--- config.mk ---
export PLATFORM = sky130hd
export DESIGN_NAME = shift_seq_ctrl
export DESIGN_NICKNAME = d
export VERILOG_FILES = /design/src/rtl/shift_seq_pkg.sv /design/src/rtl/shift_core.sv /design/src/rtl/shift_seq_ctrl.sv
export SDC_FILE = /design/constraint.sdc
export NUM_CORES = 1
export LEC_CHECK = 0
export CAP_MARGIN = 0
export CELL_PAD_IN_SITES_DETAIL_PLACEMENT = 1
export CELL_PAD_IN_SITES_GLOBAL_PLACEMENT = 1
export CORE_MARGIN = 2
export CORE_UTILIZATION = 34
export DETAILED_ROUTE_END_ITERATION = 10
export GPL_ROUTABILITY_DRIVEN = 0
export PLACE_DENSITY_LB_ADDON = 0.08
export SLEW_MARGIN = 20
export SYNTH_ARGS = -nofsm -noshare
export SYNTH_HDL_FRONTEND = slang
export SYNTH_SLANG_ARGS = --single-unit
--- constraint.sdc ---
create_clock -name clk -period 1.9 [get_ports clk]
set_clock_uncertainty 0.15 [all_clocks]
set_input_delay 0.57 -clock clk [delete_from_list [all_inputs] [get_ports clk]]
set_output_delay 0.57 -clock clk [all_outputs]
set_load 0.02 [all_outputs]
--- src/rtl/shift_seq_pkg.sv ---
// Shared types and constants for the shift sequencer: FSM state encoding and
// the meaning of the dir input.
package shift_seq_pkg;

  typedef enum logic [1:0] {
    IDLE  = 2'd0,
    SHIFT = 2'd1,
    DONE  = 2'd2
  } state_t;

  localparam logic DIR_LEFT  = 1'b0;  // MSB-first
  localparam logic DIR_RIGHT = 1'b1;  // LSB-first

endpackage

--- src/rtl/shift_core.sv ---
// Shift register datapath: parallel load, or one shift per enable with the
// serial input entering the vacated end.
module shift_core
  import shift_seq_pkg::*;
#(
  parameter int WIDTH = 8
) (
  input  logic             clk,
  input  logic             arst,
  input  logic             load,
  input  logic [WIDTH-1:0] load_data,
  input  logic             shift_en,
  input  logic             dir,
  input  logic             ser_in,
  output logic [WIDTH-1:0] q
);

  always_ff @(posedge clk) begin
    if (arst) begin
      q <= '0;
    end else if (load) begin
      q <= load_data;
    end else if (shift_en) begin
      if (dir == DIR_RIGHT) begin
        q <= {ser_in, q[WIDTH-1:1]};
      end else begin
        q <= {q[WIDTH-2:0], ser_in};
      end
    end
  end

endmodule

--- src/rtl/shift_seq_ctrl.sv ---
// Full-duplex serial engine sequencer: loads a word, shifts it out one bit per
// tick while shifting ser_in in, then offers the received word.
module shift_seq_ctrl
  import shift_seq_pkg::*;
#(
  parameter int WIDTH = 8
) (
  input  logic             clk,
  input  logic             arst,
  input  logic             tick,
  input  logic             dir,
  input  logic             in_valid,
  output logic             in_ready,
  input  logic [WIDTH-1:0] in_data,
  input  logic             ser_in,
  output logic             ser_out,
  output logic             busy,
  output logic             out_valid,
  input  logic             out_ready,
  output logic [WIDTH-1:0] out_data
);

  localparam int CNT_W = $clog2(WIDTH);
  localparam logic [CNT_W-1:0] LAST = CNT_W'(WIDTH - 1);

  state_t           state;
  logic [CNT_W-1:0] cnt;
  logic             dir_q;
  logic [WIDTH-1:0] sreg;
  logic             load;
  logic             shift_en;

  // Handshakes: a word moves when valid and ready are both high on a rising
  // edge; valid and data stay stable until that edge, ready may depend on
  // state only (never on the partner's valid).
  assign load     = (state == IDLE) && in_valid;
  assign shift_en = (state == SHIFT) && tick;

  always_ff @(posedge clk) begin
    if (arst) begin
      state <= IDLE;
      cnt   <= '0;
      dir_q <= DIR_LEFT;
    end else begin
      case (state)
        IDLE: begin
          if (in_valid) begin
            state <= SHIFT;
            cnt   <= '0;
            dir_q <= dir;
          end
        end
        SHIFT: begin
          if (tick) begin
            // The last shift leaves cnt at WIDTH-1 so it cannot wrap.
            if (cnt == LAST) begin
              state <= DONE;
            end else begin
              cnt <= cnt + 1'b1;
            end
          end
        end
        DONE: begin
          if (out_ready) begin
            state <= IDLE;
          end
        end
        default: state <= IDLE;
      endcase
    end
  end

  shift_core #(
    .WIDTH(WIDTH)
  ) u_core (
    .clk      (clk),
    .arst     (arst),
    .load     (load),
    .load_data(in_data),
    .shift_en (shift_en),
    .dir      (dir_q),
    .ser_in   (ser_in),
    .q        (sreg)
  );

  always_comb begin
    in_ready  = (state == IDLE);
    busy      = (state == SHIFT);
    out_valid = (state == DONE);
    out_data  = (state == DONE) ? sreg : '0;
    ser_out   = 1'b0;
    if (state == SHIFT) begin
      ser_out = (dir_q == DIR_RIGHT) ? sreg[0] : sreg[WIDTH-1];
    end
  end

endmodule

==> results.sh <==
export IMPL_drc_errors=0
export IMPL_antenna_left=0
export IMPL_dieHeight_um=54.28
export IMPL_slew_viol_final=0
export IMPL_synth_mux_area_frac=0.2387
export IMPL_power_switching_mw=0.1689
export IMPL_crit_end="out_data[5]"
export IMPL_antenna_cells=0
export IMPL_cts_buffers=3
export IMPL_setup_slack_ns=-0.001510
export IMPL_p_int_mw=0.4701
export IMPL_final_cell_mix="14 x clkdlybuf4s50_1, 14 x buf_4, 12 x dfxtp_1"
export IMPL_reg2reg_depth=5
export IMPL_portBuffers=26
export IMPL_ir_drop_mv=0.2638
export IMPL_vias_per_cell=5.071
export IMPL_synth_top_family_by_area="multiplexers"
export IMPL_drive_gt1_frac=0.3413
export IMPL_status="finished, violations left"
export IMPL_path_max_fanout=5
export IMPL_grt_max_degree=11
export IMPL_finalCriticalPeriod_ns=1.902
export IMPL_drv_cap=0
export IMPL_rows=18
export IMPL_fin_hold_ws_ns=0.3462
export IMPL_die_area_sq_um=2946
export IMPL_setup_worst_path_start="state[1]"
export IMPL_reg2reg_to="cnt[0]"
export IMPL_io_pins=27
export IMPL_grt_usage=0.1812
export IMPL_cts_sinks=14
export IMPL_combPwrFrac=0.237
export IMPL_drt_wl_total_um=2346
export IMPL_ys_seq_area_frac=0.3261
export IMPL_r2r_start="cnt[0]"
export IMPL_clkPwrFrac=0.258
export IMPL_synth_xor_area_frac=0
export IMPL_syn_avg_cell_area_sq_um=9.995
export IMPL_h_tree_depth=1
export IMPL_worst_pin_slew_ns=0.2625
export IMPL_synth_warnings=0
export IMPL_antenna_found_initial=0
export IMPL_power_density_nw_per_um2=493.4
export IMPL_critPathKind="reg2out"
export IMPL_syn_area_sq_um=859.6
export IMPL_rrSetupSlack_ns=0.23
export IMPL_seq_power_share=0.506
export IMPL_syn_to_final_growth_pct=50.65
export IMPL_design_core_area_sq_um=2432
export IMPL_syn_nets=103
export IMPL_required_ns=1.18
export IMPL_grt_pass1_vias=790
export IMPL_cts_tree="yes"
export IMPL_cts_clk_slew_worst_paths_ns=0.08
export IMPL_finalHoldViolCount=0
export IMPL_end_kind="output pin"
export IMPL_cts_root_buffer="clkbuf_4"
export IMPL_rsz0062_at_grt="yes"
export IMPL_dp_hpwl_um=1756
export IMPL_chipWidth_um=54.28
export IMPL_synthAdderAreaFrac=0.02911
export IMPL_ys_ff_latch=14
export IMPL_synthSimpleGateAreaFrac=0.1805
export IMPL_grt_pass1_wl_um=3808
export IMPL_p_sw_frac=0.2643
export IMPL_first_pass_iters=3
export IMPL_vias=791
export IMPL_hold_buffers=0
export IMPL_drt_iter0_markers=1
export IMPL_start_util=0.3534
export IMPL_slew_headroom=0.8246
export IMPL_gr_total_overflow=0
export IMPL_place_ws_ns=-0.2079
export IMPL_fmax_ghz=0.5259
export IMPL_cts_buffer_depth=2
export IMPL_utilization=0.5324
export IMPL_finalCritPeriodShare=1.001
export IMPL_synth_compound_area_frac=0.1674
export IMPL_p_leak_nw=0.5801
export IMPL_power_mw=0.6390
export IMPL_clk_latency_ns=0.27
export IMPL_syn_inst=86
export IMPL_hp_class="reg2reg"
export IMPL_violations="negative setup slack"
export IMPL_setup_viol=3
export IMPL_start_kind="flop"
export IMPL_wl_per_cell_um=15.04
export IMPL_synth_distinct_cells=29
export IMPL_fin_nets=145
export IMPL_arrival_ns=1.18
## cells in the mapped netlist, drive strengths merged
library cell | count | area share
buf | 4 | 0.041
o2bb2ai | 8 | 0.082
nor2 | 3 | 0.013
nand4 | 1 | 0.0073
or3 | 1 | 0.0073
nand3b | 1 | 0.0087
o211ai | 1 | 0.0087
ha | 2 | 0.029
and4bb | 1 | 0.015
nand2 | 4 | 0.017
inv | 2 | 0.0087
a31oi | 2 | 0.015
and2b | 1 | 0.0087
mux2 | 9 | 0.12
nand2b | 2 | 0.015
mux2i | 10 | 0.12
clkbuf | 2 | 0.0087
nor2b | 2 | 0.017
and2 | 8 | 0.058
o21ai | 1 | 0.0058
dfxtp | 14 | 0.33
or3b | 1 | 0.013
a32oi | 2 | 0.020
a21oi | 4 | 0.036
## area by class of cell
cell class | count | area (sq um)
fillers | 286 | 1137
clock buffers | 3 | 22.52
multi-input cells | 64 | 546.8
well taps | 30 | 37.54
flip-flops and latches | 14 | 282.8
repair buffers | 43 | 397.9
inverters | 2 | 7.507
## worst min-delay path by stage
| stage | startpoint | end | depth (start not counted) |
|---|---|---|---|
| 2_1_floorplan | cnt[2] | cnt[2] | 2 |
| 3_3_place_gp | cnt[2] | cnt[2] | 2 |
| 3_5_place_dp | cnt[2] | cnt[2] | 2 |
| 6_report | cnt[2] | cnt[2] | 2 |
| 5_1_grt | u_core.q[6] | u_core.q[6] | 1 |
| 4_1_cts | cnt[2] | cnt[2] | 2 |
## sequential cells by signal (all words and copies together) (netlist names)
| register | cells |
|---|---|
| u_core.q | 8 |
| cnt | 3 |
| state | 2 |
| dir_q | 1 |
## power by group through the flow
stage	sequential, mW	combinational (mW)	clock, mW
floorplan	0.324	0.0833	0
global placement	0.328	0.152	0
finish	0.323	0.151	0.165
CTS	0.322	0.155	0.172
detailed placement	0.328	0.156	0
global route	0.325	0.166	0.188
## worst max-delay path, cell delays in order, from the launching register on
cell	delay, ns
dfxtp_2	0.35
nor2b_4	0.18
buf_6	0.13
and2_1	0.14
buf_6	0.11
## cells by family after synthesis
family	after synthesis
DFF	14
AOI/OAI and AO/OA	18
adders and majority gates	2
muxes	19
buffers and inverters	8
and+or+nand+nor	25
## timing repair
item                                   CTS  global route
setup buffers                            1             1
setup endpoints to repair               12            11
endpoints found under the hold margin    0             0
gates resized for setup                 66             9
gates cloned                             0             1
## per-stage QoR
stage	cells	TNS, ns	instance area [sq um]
after CTS	154	-0.01349	1284
after global routing	156	-0.2630	1295
final	156	-0.003572	1295
after floorplan	86	0	859.6
after detailed placement	150	-3.283	1232
after global placement	150	-3.038	1232
## layer usage
metal	wire length [um]	GRT usage	part of all wire	vias up
met5	0	0	0	-
met4	26	0.08750	0.011	0
met3	82	0.01639	0.035	2
met2	1167	0.2992	0.50	17
met1	1069	0.2362	0.46	375
li1	-	-	-	397
No activity file was read; power rests on OpenSTA's default activity.
==> edit, RTL diff (config.mk and constraints unchanged) <==
`WIDTH` is set to 8 in 2 places; all go to 4.
--- a/src/rtl/shift_core.sv
+++ b/src/rtl/shift_core.sv
@@ -3,7 +3,7 @@
 module shift_core
   import shift_seq_pkg::*;
 #(
-  parameter int WIDTH = 8
+  parameter int WIDTH = 4
 ) (
   input  logic             clk,
   input  logic             arst,
--- a/src/rtl/shift_seq_ctrl.sv
+++ b/src/rtl/shift_seq_ctrl.sv
@@ -3,7 +3,7 @@
 module shift_seq_ctrl
   import shift_seq_pkg::*;
 #(
-  parameter int WIDTH = 8
+  parameter int WIDTH = 4
 ) (
   input  logic             clk,
   input  logic             arst,
Ports: changed (resized in_data and out_data); port bits go from 27 to 19. The function was not compared with the original's and may differ.
==> edit against the original RTL <==
Utilization decreased by 1.3 points. Sequential cell count decreased by 5. Power decreased by 25%. Register-to-register slack improved by 0.03 ns. Wire length decreased by 36%. Maximum frequency increased by 3.2%. Cell area decreased by 33%. Synthesized area decreased by 32%. Non-clock buffer count decreased by 16. Critical path type unchanged. Combinational power decreased by 24%. Worst setup slack improved by 0.058 ns.
==> edit: results (changes against the original RTL) <==
| Metric | Value | Unit | vs unedited |
| --- | --- | --- | --- |
| Number of clock buffers in the layout | 4 | - | +1 |
| Pin count of the biggest net entering global routing | 15 | - | +4 |
| First-pass GRT wire length | 2600 | µm | -32% |
| HPWL after detailed placement | 1180 | µm | -33% |
| Wl on met1 | 673 | µm | -37% |
| Clock tree cell share of total cell area | 0.0303 | - | +0.0129 |
| Met2 routed wirelength | 755 | µm | -35% |
| Global-route track usage on met3 | 0.0516 | - | +0.0352 |
| Number of instances in the placed design | 106 | - | -29% |
| Outcome | completed | - |  |
| Tcrit/Tclk final | 0.970 | - | -0.0307 |
| Setup slack at placement | -0.246 | ns | -0.0376 ns |
| Total leakage power | 0.000358 | µW | -38% |
| Fill cell instance count of the final layout | 214 | - | -25% |
| Synthesized net count | 77 | - | -25% |
| Via count of the first global-routing pass | 547 | - | -31% |
| Seq area share | 0.209 | - | -0.00912 |
| Routed WL per cell | 13.9 | µm | -7.7% |
| Post-detailed-route via-to-cell ratio | 5.37 | - | +5.8% |
| Met2 global-route usage | 0.282 | - | -0.0175 |
| Arrival time worst endpoint | 1.12 | ns | -0.06 ns |
| Number of buffers inserted by port buffering | 18 | - | -31% |
| Distinct cell type count of the synthesized netlist | 22 | - | -24% |
| Max-slew headroom | 0.803 | - | -0.0220 |
| Instance area at placement | 841 | µm² | -32% |
| Minimum hold slack | 0.333 | ns | -0.0133 ns |
| Buffers inserted by post-CTS timing repair | 0 | - | -1 |
| Number of sequential storage elements | 9 | - | -5 |
| Ratio of cells with drive above 1 in the final layout | 0.348 | - | +0.00656 |
| Maximum fanout encountered on the critical timing path | 14 | - | +9 |
| Power attributed to combinational cells | 115 | µW | -24% |
| Top cells by area in the synthesized netlist | dfxtp_1 (31%), mux2_2 (11%), mux2i_1 (6.8%), or4b_1 (6.8%), o2111ai_1 (6.0%) | - |  |
[edit: cell count changes in the layout (fill, tap and decap cells not counted), moves of 4 or more]
cell | before | now
buf_6 | 10 | 1
o2111ai_1 | 0 | 4
o21ai_0 | 1 | 5
clkdlybuf4s50_1 | 14 | 9
mux2_1 | 8 | 0
dfxtp_1 | 12 | 8
or4b_1 | 0 | 4
mux2_2 | 0 | 6
nand2_1 | 4 | 0
and2_4 | 5 | 0
o2bb2ai_1 | 8 | 0
mux2i_1 | 10 | 4
[edit: cells by family (layout without fill, tap and decap cells)]
family          count (synthesis)  count (layout)  synth area share
mux                            10              10             0.183
flops                           9               9             0.306
buf+inv                         6              33            0.0532
simple gates                   23              23             0.266
fa+ha+maj                       1               1            0.0213
compound gates                 16              16             0.170
[edit: tightest hold or removal path, cell delays in order, from the launching register on]
cell and delay (ns):
dfxtp_1 0.31, nand2b_1 0.06, mux2i_1 0.06
